$ cat src/rtl/muldiv_pkg.sv
`default_nettype none
// +------------------------------------------------------------------------+
// | Package   : muldiv_pkg                                                 |
// | Purpose   : Shared encodings for the HI/LO multiply/divide engine:     |
// |             operation codes, FSM states and the default data width.    |
// | Revision  : 1.0 - initial release                                      |
// +------------------------------------------------------------------------+
package muldiv_pkg;

  localparam int DEFAULT_WIDTH = 32;

  localparam logic [1:0] OP_MULT  = 2'b00;
  localparam logic [1:0] OP_MULTU = 2'b01;
  localparam logic [1:0] OP_DIV   = 2'b10;
  localparam logic [1:0] OP_DIVU  = 2'b11;

  typedef enum logic [1:0] {
    ST_IDLE = 2'd0,
    ST_RUN  = 2'd1,
    ST_FIX  = 2'd2
  } state_t;

endpackage
`default_nettype wire

$ cat src/rtl/muldiv_iter.sv
`default_nettype none
// +------------------------------------------------------------------------+
// | Module    : muldiv_iter                                                |
// | Purpose   : One combinational iteration of the HI/LO engine.           |
// |             Multiply: radix-2 shift-add on {part_hi, part_lo}.         |
// |             Divide  : restoring subtract, one quotient bit per step    |
// |                       (only when HILO_MULDIV_DIV_EN is defined).       |
// | Ports     : is_div   - select divide step (divide builds only)         |
// |             part_hi  - upper accumulator / partial remainder (W+1)     |
// |             part_lo  - multiplier bits / dividend-quotient bits (W)    |
// |             operand  - multiplicand or divisor magnitude (W)           |
// |             nxt_hi, nxt_lo - accumulator after this iteration          |
// | Config    : HILO_MULDIV_DIV_EN                                         |
// | Revision  : 1.0 - initial release                                      |
// +------------------------------------------------------------------------+
module muldiv_iter
  import muldiv_pkg::*;
#(
  parameter int WIDTH = DEFAULT_WIDTH
) (
`ifdef HILO_MULDIV_DIV_EN
  input  logic             is_div,
`endif
  input  logic [WIDTH:0]   part_hi,
  input  logic [WIDTH-1:0] part_lo,
  input  logic [WIDTH-1:0] operand,
  output logic [WIDTH:0]   nxt_hi,
  output logic [WIDTH-1:0] nxt_lo
);

  // part_hi[WIDTH] is always 0 during a multiply, so the sum never
  // exceeds WIDTH+1 bits.
  logic [WIDTH:0] sum;
  assign sum = part_hi + {1'b0, (part_lo[0] ? operand : {WIDTH{1'b0}})};

`ifdef HILO_MULDIV_DIV_EN
  logic [WIDTH:0] shifted;
  logic [WIDTH:0] diff;
  logic           ge;
  assign shifted = {part_hi[WIDTH-1:0], part_lo[WIDTH-1]};
  assign ge      = (shifted >= {1'b0, operand});
  assign diff    = shifted - {1'b0, operand};
`endif

  always_comb begin
    nxt_hi = {1'b0, sum[WIDTH:1]};
    nxt_lo = {sum[0], part_lo[WIDTH-1:1]};
`ifdef HILO_MULDIV_DIV_EN
    if (is_div) begin
      nxt_hi = ge ? diff : shifted;
      nxt_lo = {part_lo[WIDTH-2:0], ge};
    end
`endif
  end

endmodule
`default_nettype wire

$ cat src/rtl/hilo_muldiv_unit.sv
`default_nettype none
// +------------------------------------------------------------------------+
// | Module    : hilo_muldiv_unit                                           |
// | Purpose   : Iterative MULT/MULTU/DIV/DIVU engine holding the           |
// |             architectural HI/LO pair, with MTHI/MTLO write access.     |
// | Ports     : clk, RESET (async, active-low)                             |
// |             start, op[1:0], rs_val, rt_val - operation request         |
// |             wr_hi, wr_lo, wr_data          - MTHI/MTLO writes (idle)   |
// |             hi, lo                         - architectural HI/LO       |
// |             busy, done                     - status / completion pulse |
// | Config    : HILO_MULDIV_DIV_EN - enables DIV/DIVU; without it a start  |
// |             with op[1]=1 is ignored.                                   |
// | Revision  : 1.0 - initial release                                      |
// +------------------------------------------------------------------------+
module hilo_muldiv_unit
  import muldiv_pkg::*;
#(
  parameter int WIDTH = DEFAULT_WIDTH
) (
  input  logic             clk,
  input  logic             RESET,
  input  logic             start,
  input  logic [1:0]       op,
  input  logic [WIDTH-1:0] rs_val,
  input  logic [WIDTH-1:0] rt_val,
  input  logic             wr_hi,
  input  logic             wr_lo,
  input  logic [WIDTH-1:0] wr_data,
  output logic [WIDTH-1:0] hi,
  output logic [WIDTH-1:0] lo,
  output logic             busy,
  output logic             done
);

  localparam int CW = (WIDTH > 1) ? $clog2(WIDTH) : 1;

  state_t           state, state_nxt;
  logic [CW-1:0]    cnt;
  logic [WIDTH:0]   part_hi, nxt_hi;
  logic [WIDTH-1:0] part_lo, nxt_lo;
  logic [WIDTH-1:0] operand;
  logic             neg_q;
  logic             signed_op, op_ok, accept;
  logic [WIDTH-1:0] rs_mag, rt_mag;
  logic [2*WIDTH-1:0] prod;
  logic [WIDTH-1:0] res_hi, res_lo;

`ifdef HILO_MULDIV_DIV_EN
  logic             div_q, neg_r, dz_q;
  logic [WIDTH-1:0] rs_q;
  assign op_ok = 1'b1;
`else
  assign op_ok = ~op[1];
`endif

  assign signed_op = (op == OP_MULT) || (op == OP_DIV);
  // Magnitudes are unsigned, so |-2^(W-1)| is representable.
  assign rs_mag = (signed_op && rs_val[WIDTH-1]) ? -rs_val : rs_val;
  assign rt_mag = (signed_op && rt_val[WIDTH-1]) ? -rt_val : rt_val;
  assign accept = start && (state == ST_IDLE) && op_ok;
  assign busy   = (state != ST_IDLE);

  muldiv_iter #(.WIDTH(WIDTH)) u_iter (
`ifdef HILO_MULDIV_DIV_EN
    .is_div  (div_q),
`endif
    .part_hi (part_hi),
    .part_lo (part_lo),
    .operand (operand),
    .nxt_hi  (nxt_hi),
    .nxt_lo  (nxt_lo)
  );

  always_ff @(posedge clk or negedge RESET) begin
    if (!RESET) state <= ST_IDLE;
    else        state <= state_nxt;
  end

  always_comb begin
    state_nxt = state;
    case (state)
      ST_IDLE: if (accept) state_nxt = ST_RUN;
      ST_RUN:  if (cnt == '0) state_nxt = ST_FIX;
      ST_FIX:  state_nxt = ST_IDLE;
      default: state_nxt = ST_IDLE;
    endcase
  end

  // Sign fix-up and divide-by-zero override applied in the FIX cycle.
  always_comb begin
    prod = {part_hi[WIDTH-1:0], part_lo};
    if (neg_q) prod = -prod;
    res_hi = prod[2*WIDTH-1:WIDTH];
    res_lo = prod[WIDTH-1:0];
`ifdef HILO_MULDIV_DIV_EN
    if (div_q) begin
      res_lo = neg_q ? -part_lo : part_lo;
      res_hi = neg_r ? -part_hi[WIDTH-1:0] : part_hi[WIDTH-1:0];
      if (dz_q) begin
        res_lo = {WIDTH{1'b1}};
        res_hi = rs_q;
      end
    end
`endif
  end

  always_ff @(posedge clk or negedge RESET) begin
    if (!RESET) begin
      cnt     <= '0;
      part_hi <= '0;
      part_lo <= '0;
      operand <= '0;
      neg_q   <= 1'b0;
      hi      <= '0;
      lo      <= '0;
      done    <= 1'b0;
`ifdef HILO_MULDIV_DIV_EN
      div_q   <= 1'b0;
      neg_r   <= 1'b0;
      dz_q    <= 1'b0;
      rs_q    <= '0;
`endif
    end else begin
      done <= (state == ST_FIX);
      case (state)
        ST_IDLE: begin
          if (wr_hi) hi <= wr_data;
          if (wr_lo) lo <= wr_data;
          if (accept) begin
            cnt     <= CW'(WIDTH - 1);
            part_hi <= '0;
            // Multiply shifts the multiplier out of part_lo; divide shifts
            // the dividend out while quotient bits shift in.
            part_lo <= op[1] ? rs_mag : rt_mag;
            operand <= op[1] ? rt_mag : rs_mag;
            neg_q   <= signed_op && (rs_val[WIDTH-1] ^ rt_val[WIDTH-1]);
`ifdef HILO_MULDIV_DIV_EN
            div_q   <= op[1];
            neg_r   <= signed_op && rs_val[WIDTH-1];
            dz_q    <= op[1] && (rt_val == '0);
            rs_q    <= rs_val;
`endif
          end
        end
        ST_RUN: begin
          part_hi <= nxt_hi;
          part_lo <= nxt_lo;
          if (cnt != '0) cnt <= cnt - 1'b1;
        end
        ST_FIX: begin
          hi <= res_hi;
          lo <= res_lo;
        end
        default: ;
      endcase
    end
  end

endmodule
`default_nettype wire
$ cat config.mk
export PLATFORM = sky130hd
export DESIGN_NAME = hilo_muldiv_unit
export DESIGN_NICKNAME = d
export VERILOG_FILES = /design/src/rtl/muldiv_pkg.sv /design/src/rtl/muldiv_iter.sv /design/src/rtl/hilo_muldiv_unit.sv
export SDC_FILE = /design/constraint.sdc
export NUM_CORES = 1
export LEC_CHECK = 0
export ABC_AREA = 1
export CAP_MARGIN = 20
export CELL_PAD_IN_SITES_DETAIL_PLACEMENT = 1
export CELL_PAD_IN_SITES_GLOBAL_PLACEMENT = 1
export CORE_AREA = 8 8 214 216
export CTS_CLUSTER_SIZE = 10
export DETAILED_ROUTE_END_ITERATION = 12
export DIE_AREA = 0 0 222 224
export HOLD_SLACK_MARGIN = 0.03
export PLACE_DENSITY = 0.79
export SETUP_SLACK_MARGIN = 0.5
export SLEW_MARGIN = 20
export SYNTH_ARGS = -nofsm -noshare
export SYNTH_HDL_FRONTEND = slang
export SYNTH_HIERARCHICAL = 1
export SYNTH_SLANG_ARGS = --single-unit
export TNS_END_PERCENT = 50
$ cat constraint.sdc
create_clock -name clk -period 2.4 [get_ports clk]
set_input_delay 0.24 -clock clk [delete_from_list [all_inputs] [get_ports clk]]
set_output_delay 0.24 -clock clk [all_outputs]
set_load 0.02 [all_outputs]
Yosys cells after proc, flatten, opt, wreduce, memory -nomap -nowiden
Index checks and enable logic that the tools add are counted.

word-level totals
  flip-flop bits (word level) = 170
  input port bits = 103
  output and inout port bits = 66
  logic and storage cells = 63

cells by class
  add/subtract/negate cells = 5
  equality and inequality tests = 8
  multiplexer cells = 20
  bitwise logic cells = 2
  reduce and logical (&&, ||, !) cells = 19

operators with widths
  cell                                                                count
  32-bit 2-to-1 mux                                                   8
  32-bit case mux with 2 select lines                                 3
  33-bit case mux with 2 select lines                                 1
  64-bit 2-to-1 mux                                                   1
  32-bit negator                                                      2
  64-bit negator                                                      1
  33-bit by 32-bit adder with 33-bit output                           1
  33-bit 2-to-1 mux                                                   1
  5-bit 2-to-1 mux                                                    2
  2-bit inequality test, second input constant                        5
  5-bit case mux with 2 select lines                                  1
  2-bit AND reduction                                                 5
  2-bit nonzero test                                                  3
  1-bit logical AND                                                   5
  5-bit logical NOT                                                   1
  5-bit nonzero test                                                  1
  5-bit by 1-bit subtractor with 5-bit output, second input constant  1
  2-bit == test, second input constant                                2
  2-bit logical NOT                                                   2
  2-bit 2-to-1 mux                                                    2
  2-bit case mux with 2 select lines                                  1
  3-bit AND reduction                                                 1
  2-bit by 1-bit == test with 1-bit output, second input constant     1
  1-bit logical OR                                                    1
  other kinds (2)                                                     2

Logic depth before layout (Yosys ltp)
Gate-level depths: netlist of the first run.

  depth in word-level cells = 7
  mapped depth = 16
  mapped depth without buffers = 16

By module
The synthesis of the first run kept the hierarchy.

modules (own cells, without submodules)
  module            times used  cells each  area an instance (µm²)  sequential area each (µm²)
  hilo_muldiv_unit  1           1812        11697.5                 4254.1
  muldiv_iter       1           624         2926.6                  0.0

Worst setup path before layout of the first run
Ideal clock, no wire load.

  path kind = register -> register
  start point = register part_lo[0]
  end point = register part_hi[22]
  arrival time = 1.918 ns
  required time = 2.270 ns
  path slack = 0.352 ns
  stages on the path, launching flop included = 16
  buffers on the path = 1
  cell sequence = dfrtp_1 clkbuf_1 nand2_1 inv_1 ha_1 or2_1 nand3_1 nand2_1 nand2_1 nand2_2 nand2_1 nand2_1 nand2_1 nand2_1 nand2_1 o21ai_0

on the way
  longest elaborated chain between the ends = 3

RTL lines
  item                                       line                     RTL
  start: declaration                         hilo_muldiv_unit.sv:40   logic [WIDTH-1:0] part_lo, nxt_lo;
  start signal: assignment                   hilo_muldiv_unit.sv:134  part_lo <= op[1] ? rs_mag : rt_mag;
  start signal: assignment                   hilo_muldiv_unit.sv:147  part_lo <= nxt_lo;
  32-bit 2-to-1 mux                          muldiv_iter.sv:34        assign sum = part_hi + {1'b0, (part_lo[0] ? operand : {WIDTH{1'b0}})};
  33-bit by 32-bit adder with 33-bit output  muldiv_iter.sv:34
  named net nxt_hi[22]                       hilo_muldiv_unit.sv:39   logic [WIDTH:0] part_hi, nxt_hi;
  33-bit case mux with 2 select lines        hilo_muldiv_unit.sv:125  case (state)
  end signal: assignment                     hilo_muldiv_unit.sv:146  part_hi <= nxt_hi;
  end: declaration                           hilo_muldiv_unit.sv:39

The timed path passes the listed nets, and every way through them passes these cells.
A chain may end at the register's enable or synchronous reset.

Final worst setup path of the first run
  start point = register part_lo[0]
  end point = register part_hi[12]

Same word-level chain as after synthesis.

==> results of run 1 <==
-- power by group --
part | total, mW | switching, mW | internal [mW]
combinational | 17.2 | 10.7 | 6.52
sequential | 6.11 | 1.79 | 4.32
clock | 3.02 | 1.33 | 1.69
-- flip-flops by register name, indices dropped and copies added (netlist names) --
name / count
cnt: 5
done: 1
hi: 32
lo: 32
neg_q: 1
operand: 32
part_hi: 33
part_lo: 32
state: 2
-- layout by cell type (no fill, tap or decap), types with 5 or more instances in the layout --
master / instances
xor2_2: 5
nor3_1: 12
nand2_4: 23
nand3_1: 226
o21ai_1: 16
nor2_1: 314
nand3_4: 11
nand3b_1: 8
clkbuf_16: 17
buf_4: 71
o21ai_0: 86
o22ai_1: 6
o21ai_2: 5
buf_12: 13
clkdlybuf4s50_1: 166
nand2_2: 70
a31oi_1: 10
nand3_2: 23
nand2_1: 690
inv_2: 34
xor2_1: 26
a21oi_1: 123
inv_1: 277
nor2_2: 29
xnor2_1: 10
nor2_4: 21
dfrtp_1: 167
a21oi_2: 25
nand4_1: 27
ha_4: 29
-- final cells by class --
class / count / area (um2) / area share [%]
clock buffers: 18 / 439 / 2.29
clock inverters: 14 / 183 / 0.953
inverters: 315 / 1190 / 6.22
multi-input cells: 1844 / 9860 / 51.4
flip-flops and latches: 170 / 4260 / 22.2
well taps: 546 / 683 / 3.56
repair buffers: 256 / 2550 / 13.3
-- worst max-delay path, stage by stage (launching register included) --
cell and delay [ns]:
dfrtp_2 0.44, buf_12 0.16, nand2_1 0.06, inv_1 0.06, ha_2 0.40, nand2_2 0.06
inv_2 0.09, nand2_4 0.07, nor3_4 0.19, nand2_2 0.10, nand2_4 0.10, buf_4 0.13
xor2_2 0.17, nand2_1 0.08, o21ai_0 0.08
-- worst paths after layout --
kind / start / to / depth (start not counted)
max reg2reg: part_lo[0] / part_hi[12] / 14
min: rs_val[0] / operand[0] / 3
max in group asynchronous: RESET / operand[21] / 3
min in group asynchronous: RESET / part_hi[22] / 2
max: part_lo[0] / part_hi[12] / 14
min reg2reg: operand[4] / operand[4] / 2
-- per-stage QoR --
| step | setup TNS (ns) | hold WS (ns) |
|---|---|---|
| 2_1_floorplan | 0 | -0.0556 |
| 3_3_place_gp | -0.0426 | 0.172 |
| 3_5_place_dp | -0.104 | 0.196 |
| 4_1_cts | 0 | 0.275 |
| 5_1_grt | -0.153 | 0.242 |
| 6_report | 0 | 0.245 |
-- metal layers --
| layer | global-route usage (%) | up-vias |
|---|---|---|
| li1 | - | 8008 |
| met1 | 32.3 | 8334 |
| met2 | 45.6 | 537 |
| met3 | 2.43 | 148 |
| met4 | 11.2 | 0 |
| met5 | 0 | - |
-- cell families after synthesis --
group                      Yosys count
and+or+nand+nor                   1467
buffers and inverters              423
AOI/OAI and AO/OA                  293
DFF                                170
xor gates and xnor gates            42
adders and majority gates           37
muxes                                3
other                                1
-- repair_timing --
item                       in CTS  in global routing
pin swaps                      36                 19
hold buffers                    1                  0
gates cloned                    3                  0
hold endpoints to repair       31                  0
setup endpoints to repair     128                148
gates resized for setup       178                107
buffers inserted               17                 10
==> impl_results.md, run 1 <==
- Max-Cap Viols: 0
- GP Congestion: between 0.9 and 1
- Tot Pwr: roughly 26 mW
- Final core occ: approximately 45%
- Sequential area share after synthesis: between 20% and 30%
- Initial antenna violation count: 0
- Die area: 49,700 um2
- Row count: between 70 and 80
- DP Cell Count: slightly above 3,000
- Unrepaired setup endpoints after global routing: true
- Worst Skew: about 0.017 ns
- Num ports: between 150 and 200
- Top sig layer: met4
- Post-DP Area: around 17,000 um2
- Rel. slew slack: between 50 and 60%
- Fraction of registers with async set/reset: 100%
- Initial core utilization: approximately 34%
- Cells after synthesis: 2,436
- GRT overflow: 0
- CP arrival: between 2 and 3 ns
- DR iter-0 viols: between 1,000 and 1,500
- Syn Nets: approximately 2,600
- Die X: between 200 and 250 um
- DR vias/cell: about 5.4
- Max-slew violation count: 0
- Pwr/cell area: about 1400 nW/um2
- Clock buffer depth: 2
- Max IR drop VDD: between 500 and 600 uV
- Tightest Hold Check Type: primary input to register
- Synth area leaders: dfrtp_1, nand2_1, nor2_1
- Net count, final: 2,744
- Number of enable flip-flop cells after synthesis: 0
- Clock transition at the registers of the reported paths: 0.07 ns
- Multiplexer share of the synthesized area: 0.205%
- DRT met1 WL: 28.2 mm
- WL/cell: about 21 um
- Share of cells above drive strength 1: between 15 and 20%
- Post-Syn Area: around 15,000 um2
- Final Cell Area: ~19,000 um2
- # clock sinks: 170
- Synth Area in XOR/XNOR: between 2 and 3%
- Most used DFF post-synth: dfrtp_1
- CTS Buf Count: 17
- Chip Height: around 220 um
- Worst-Skew Late Latency: between 0.4 and 0.5 ns
- Pin count of the biggest net entering global routing: 70
- DP Worst Slack: -0.0807 ns
- R2r setup slk: between 0.1 and 0.15 ns
- Tmin final: about 2.3 ns
- Post-DRT Antenna Nets: 0
- Detail Route met3 WL: 2.89 mm
- Final HPWL DP: approximately 52 mm
- Compound-Gate Fraction of Synth Area: a little over a tenth
- Total number of vias: ~17,000
- Critical path type: register to register
- Simple-gate portion of the synthesized area: about 42%
- Drt first pass iters: 7
- #FFs+latches synth: 170
- Largest family of logic cells by synthesized area: simple AND/OR/NAND/NOR gates
- Adder-Cell Fraction of Synth Area: between 3 and 4%
- Top-count cell post-synth: nand2_1
- Antenna Cells: 0
- Final setup fails: 0
- Synth top cells by count: nand2_1, nor2_1, inv_1, nand3_1, dfrtp_1
- Count of final hold-check violations: 0
- Tcrit/Tclk final: around 96%
- Post-route DRC: 0
- First-pass GRT wire length: slightly above 100 mm
- Max Fclk: 436 MHz
- Port Buffer Count: 168
- Worst setup margin: between 0.1 and 0.15 ns
- Vias in the first global route: ~18,000
- Tot GR Track Use: 26.0%
- CTS tree: done
- Post-synthesis cell type count: 44
- Clock tree root driver cell: clkbuf_16
- Non-Filler Instances: 3,163
- Leak: a little over 9 nW
- Synth Warn #: 6
- Crit path required time: approximately 2.8 ns
- Met2 Wirelength: ~33 mm
- Startpoint Class: register
- Synth area leader: dfrtp_1
- Core area: approximately 43,000 um2
- Setup crit end kind: register
- Mapped Avg Cell Area: about 6 um2
- P&R area growth vs syn: 31.1%
- Fill cells: between 5,000 and 6,000
- Status: complete, no violations
- Slew @ Worst Pin: a little under 0.7 ns
- H-Tree Level Count: 4
- Max FO, Critical Path: 17
- Synth top area share: between 20% and 30%
- Routed WL: between 60 and 70 mm
(Power assumes the default switching activity.)
==> inputs of run 2 (changes only) <==
--- a/config.mk
+++ b/config.mk
@@ -14,7 +14,7 @@
 export DETAILED_ROUTE_END_ITERATION = 12
 export DIE_AREA = 0 0 222 224
 export HOLD_SLACK_MARGIN = 0.03
-export PLACE_DENSITY = 0.79
+export PLACE_DENSITY = 0.82
 export SETUP_SLACK_MARGIN = 0.5
 export SLEW_MARGIN = 20
 export SYNTH_ARGS = -nofsm -noshare
==> constraint.sdc (replaced) <==
create_clock -name clk -period 2 [get_ports clk]
set_input_delay 0.2 -clock clk [delete_from_list [all_inputs] [get_ports clk]]
set_output_delay 0.2 -clock clk [all_outputs]
set_load 0.02 [all_outputs]
==> run 2 against run 1 <==
  * The run now ends with setup timing left
  * Routed wire length is 43% higher
  * Cell count increased by 9.7%
  * Sequential power rose by 24%
  * Critical endpoint is now hi[5]
  * Critical path depth decreased by 5
  * Worst hold slack improved by 0.053 ns
  * Fmax shrank 22%
  * Via count is 21% higher
  * Count of clock-buffer cells in the layout is 1 higher
  * Largest cell class unchanged
  * Clock power is 18% higher
  * Power is 50% higher
==> impl_results.md, run 2 (synthesis results as in run 1) <==
- Initial core utilization: approximately 34%
- Critical path type: register to register
- Fill cells: approximately 5,400
- Max-Cap Viols: 0
- Total number of vias: ~21,000
- Crit-path cells: nor2_1 -> nand2_1 -> nor2_1 -> nand2_1 -> nor2_4 -> nand2_2 -> nand3_2 -> nand3_4 -> a21oi_2
- Clock transition at the registers of the reported paths: ~0.080 ns
- Port Buffer Count: 168
- GP Congestion: 0.973
- Commonest cells after routing, fill and taps aside: nand2_1, buf_4, nor2_1
- Tcrit/Tclk final: 147%
- Routed WL: about 95 mm
- Count of final hold-check violations: 0
- Pin count of the biggest net entering global routing: 64
- Worst Skew: 0.0298 ns
- First-pass GRT wire length: approximately 120 mm
- Vias in the first global route: around 21,000
- Final HPWL DP: 57.8 mm
- Crit path required time: 2.41 ns
- H-Tree Level Count: 4
- Tot GR Track Use: 30.7%
- Die area: ~50,000 um2
- GRT overflow: 0
- Worst-Skew Late Latency: 0.49 ns
- Rel. slew slack: between 40 and 50%
- Tightest Hold Check Type: primary input to asynchronous set/reset pin
- Slew @ Worst Pin: around 0.89 ns
- Met2 Wirelength: around 43 mm
- DRT met1 WL: ~34 mm
- Area of the multi-input gates: about 11,000 um2
- Initial antenna violation count: 3
- Max FO, Critical Path: 6
- Row count: 76
- CTS Buf Count: 17
- Leak: around 11 nW
- Failing checks: setup timing
- Final Cell Area: roughly 23,000 um2
- Core area: approximately 43,000 um2
- Max Fclk: approximately 340 MHz
- Reg area: approximately 4300 um2
- Status: finished, violations left
- Share of cells above drive strength 1: around a third
- Chip Height: 224 um
- Clock buffer depth: 2
- Pwr/cell area: approximately 1700 nW/um2
- Net count, final: 3,051
- Critical Path Max Stage Delay: between 0.7 and 0.8 ns
- Final setup fails: 90
- Num ports: 169
- Worst Path Buf+Inv: 0
- Die X: ~220 um
- CP max-delay cell: nor2_1
- Worst setup margin: -0.935 ns
- DR vias/cell: roughly 5.9
- Drt first pass iters: 7
- Post-DRT Antenna Nets: 0
- CP top delay family: simple AND/OR/NAND/NOR gates
- Tot Pwr: slightly below 40 mW
- CP arrival: approximately 3.4 ns
- # clock sinks: 170
- Most common cell after layout, fill and taps aside: nand2_1
- Setup crit end kind: register
- Biggest register: part_hi
- Post-route DRC: 0
- Post-DP Area: 19,300 um2
- Detail Route met3 WL: about 9.7 mm
- Final TNS setup: -36.56 ns
- Max-slew violation count: 0
- WL/cell: 27.4 um
- DR iter-0 viols: between 2,000 and 2,500
- Max reg flops: 33
- Clock tree root driver cell: clkbuf_16
- Top sig layer: met5
- Unrepaired setup endpoints after global routing: true
- Tmin final: ~2.9 ns
- P&R area growth vs syn: 59.0%
- Startpoint Class: register
- CTS tree: done
- Max IR drop VDD: roughly 1000 uV
-- run 2: worst paths after layout --
| kind | from | to | slack [ns] | depth (start not counted) |
|---|---|---|---|---|
| max in group asynchronous | RESET | lo[4] | 0.93 | 3 |
| worst max register to register | part_lo[13] | hi[5] | -0.94 | 9 |
| worst max-delay path | part_lo[13] | hi[5] | -0.94 | 9 |
| min in group clk | wr_data[10] | lo[10] | 0.36 | 3 |
| worst min-delay path | RESET | part_hi[27] | 0.30 | 2 |
| worst min register to register | lo[1] | lo[1] | 0.49 | 2 |
-- run 2: area by class of cell --
type,instances,share of cell area [%]
multi-input cells,1845,49.0
well taps,546,2.94
diodes,1,0.0108
repair buffers,562,22.0
flip-flops and latches,170,18.3
inverters,315,5.28
clock buffers,19,1.90
clock inverters,12,0.549
-- run 2: worst register-to-register path, cell delays in order, from the launching register on --
cell and delay, ns:
dfrtp_1 0.54, nor2_1 0.27, nand2_1 0.21, nor2_1 0.73, nand2_1 0.25, nor2_4 0.29
nand2_2 0.13, nand3_2 0.11, nand3_4 0.18, a21oi_2 0.17
-- run 2: metal layers --
layer	track usage [%]	vias to the layer above
met3	5.14	582
li1	-	8625
met1	34.9	9943
met4	17.9	2
met5	0	-
met2	53.9	1427
-- run 2: metrics by stage --
stage	instances	setup WS [ns]	util, %	hold slack, ns
after global placement	3354	-0.380	45.5	0.217
after CTS	3437	-0.207	51.5	0.326
after global routing	3469	-1.02	54.7	0.334
after floorplan	2436	0.105	-	-0.0956
final	3470	-0.935	54.7	0.298
after detailed placement	3354	-0.456	45.5	0.221
-- run 2: what timing repair did --
action | CTS | global route
endpoints found under the setup margin | 221 | 189
cloned | 8 | 3
hold buffers | 1 | 0
gates resized for setup | 488 | 287
setup buffers | 43 | 29
pin swaps | 145 | 145
hold endpoints to repair | 48 | 0
-- run 2: where the power goes --
part           total, mW  switching, mW  internal [mW]
logic               28.3           17.6           10.6
clock network       3.55           1.76           1.79
registers           7.60           2.42           5.18
total               39.4           21.8           17.6
==> inputs of run 3 (changes only) <==
--- a/config.mk
+++ b/config.mk
@@ -7,14 +7,12 @@
 export LEC_CHECK = 0
 export ABC_AREA = 1
 export CAP_MARGIN = 20
-export CELL_PAD_IN_SITES_DETAIL_PLACEMENT = 1
-export CELL_PAD_IN_SITES_GLOBAL_PLACEMENT = 1
 export CORE_AREA = 8 8 214 216
 export CTS_CLUSTER_SIZE = 10
 export DETAILED_ROUTE_END_ITERATION = 12
 export DIE_AREA = 0 0 222 224
 export HOLD_SLACK_MARGIN = 0.03
-export PLACE_DENSITY = 0.82
+export PLACE_DENSITY = 0.63
 export SETUP_SLACK_MARGIN = 0.5
 export SLEW_MARGIN = 20
 export SYNTH_ARGS = -nofsm -noshare
==> run 3 against run 2 <==
  * The flow still finishes with violations (setup timing)
  * Critical path depth grew 5
  * Sequential cell count is the same
  * Worst hold slack lost 0.047 ns
  * Register-to-register slack gained 0.74 ns
  * Clock skew shrank 0.016 ns
  * Fmax grew 34%
  * Largest power group unchanged
==> impl_results.md, run 3 (synthesis results as in run 1) <==
- Final hold slack: 0.251 ns
- Max FO, Critical Path: 5
- Initial core utilization: 34.4%
- Pin count of the biggest net entering global routing: ~80
- CP top delay family: simple AND/OR/NAND/NOR gates
- Setup crit end kind: register
- Rel. slew slack: between 60% and 70%
- Final setup fails: 69
- Tcrit/Tclk final: 110%
- Critical Path Max Stage Delay: 0.46 ns
- Most common cell after layout, fill and taps aside: nand2_1
- Unrepaired setup endpoints after global routing: true
- Post-DRT Antenna Nets: 0
- Post-route DRC: 0
- Max-Cap Viols: 0
- Tmin final: 2.19 ns
- # clock sinks: 170
- Commonest cells after routing, fill and taps aside: nand2_1, buf_4, nor2_1
- Status: finished, violations left
- Tot Pwr: 35.1 mW
- Clock transition at the registers of the reported paths: approximately 0.07 ns
- Initial antenna violation count: 1
- Net count, final: 3,011
- Final Cell Area: between 20,000 and 25,000 um2
- Tightest Hold Check Type: primary input to asynchronous set/reset pin
- Row count: 76
- Share of cells above drive strength 1: roughly a third
- CTS tree: done
- CTS Buf Count: 17
- CP arrival: between 2 and 3 ns
- Leak: about 11 nW
- Clock buffer depth: 2
- P&R area growth vs syn: 56.4%
- Max-slew violation count: 0
- Die area: between 40,000 and 50,000 um2
- Max Fclk: 456 MHz
- Count of final hold-check violations: 0
- Crit path required time: around 2.4 ns
- First-pass GRT wire length: roughly 100 mm
- Vias in the first global route: around 17,000
- Critical path type: register to register
- Num ports: roughly 170
- GP Congestion: between 0.9 and 1
- GRT overflow: 0
- Startpoint Class: register
- DR iter-0 viols: 1,317
- DP Worst Slack: -0.376 ns
- Fill cells: slightly above 4,000
- Antenna Cells: 0
- Max reg flops: 33
- Post-DP Area: 19,100 um2
- Worst-Skew Late Latency: 0.44 ns
- Non-Filler Instances: roughly 3,400
- Pwr/cell area: ~1500 nW/um2
- Slew @ Worst Pin: about 0.52 ns
- DP Cell Count: between 3,000 and 4,000
- DR vias/cell: ~5.2
- H-Tree Level Count: 4
- Crit-path cells: buf_6 -> buf_12 -> clkinv_8 -> ha_4 -> nand3_4 -> nor2_4 -> nand2_2 -> nor2_4 -> nand2_4 -> nand2_4 -> nand3_2 -> nand2_1 -> nand3_2 -> a21oi_2
- Die X: ~220 um
- Failing checks: setup timing
- Core area: ~43,000 um2
- Worst setup margin: -0.194 ns
- Max IR drop VDD: 904 uV
- Worst Path Buf+Inv: 3
- Total number of vias: around 18,000
- Final core occ: a little over half
- Worst Skew: 0.0134 ns
- Port Buffer Count: roughly 170
- Final TNS setup: -5.78 ns
- Clock tree root driver cell: clkbuf_16
- Tot GR Track Use: roughly 25%
- WL/cell: just under 20 um
- Routed WL: 65.9 mm
- Biggest register: part_hi
- Drt first pass iters: 6
- Final HPWL DP: between 50 and 60 mm
- CP max-delay cell: dfrtp_2
- Chip Height: around 220 um
run 3: cell count changes in the layout (fill, tap and decap cells not counted), sizes merged:
cell and delta:
bufbuf -1, inv -9, clkinv +6, bufinv +1, buf -42, clkinvlp +1, nand2 -1, dlymetal6s2s +34
diode -1, dlygate4sd2 -48, clkdlybuf4s50 +14, clkbuf +6
run 3: layout make-up:
| class | count | area [um2] | area share [%] |
|---|---|---|---|
| clock inverters | 10 | 116 | 0.509 |
| clock buffers | 22 | 464 | 2.03 |
| inverters | 315 | 1250 | 5.47 |
| well taps | 546 | 683 | 2.99 |
| multi-input cells | 1844 | 11100 | 48.4 |
| flip-flops and latches | 170 | 4260 | 18.6 |
| repair buffers | 522 | 5020 | 21.9 |
| repair inverters | 1 | 8.76 | 0.0383 |
run 3: layer usage:
metal | GRT usage (%) | vias to the layer above | share of wire (%)
li1 | - | 8547 | -
met1 | 31.6 | 8478 | 42
met2 | 41.6 | 694 | 47
met3 | 3.39 | 162 | 5.7
met4 | 11.7 | 0 | 5.1
met5 | 0 | - | 0
run 3: worst paths after layout:
kind	start	end	slack, ns	cells past startpoint
max in group asynchronous	RESET	neg_q	0.99	3
worst min register to register	cnt[4]	cnt[4]	0.49	2
worst min-delay path	RESET	done	0.25	2
worst max-delay path	part_lo[0]	hi[20]	-0.19	14
min in group clk	rs_val[19]	operand[19]	0.32	4
worst max register to register	part_lo[0]	hi[20]	-0.19	14
run 3: power breakdown:
group	internal [mW]	switching, mW	leakage, nW
Sequential	5.19	2.12	1.97
Combinational	10.4	14.1	8.81
Clock	1.91	1.44	0.280
run 3: worst reg2reg max path, cell delays in order (launching register included):
cell      delay, ns
dfrtp_2        0.46
buf_6          0.14
buf_12         0.12
clkinv_8       0.04
ha_4           0.13
nand3_4        0.10
nor2_4         0.20
nand2_2        0.12
nor2_4         0.20
nand2_4        0.10
nand2_4        0.11
nand3_2        0.08
nand2_1        0.08
nand3_2        0.09
a21oi_2        0.15
run 3: timing repair:
item	in CTS	in global routing
gates cloned	2	10
hold buffers	1	0
endpoints found under the setup margin	227	216
buffers inserted	22	44
pin swaps	99	150
resized for setup	300	372
hold endpoints to repair	36	0
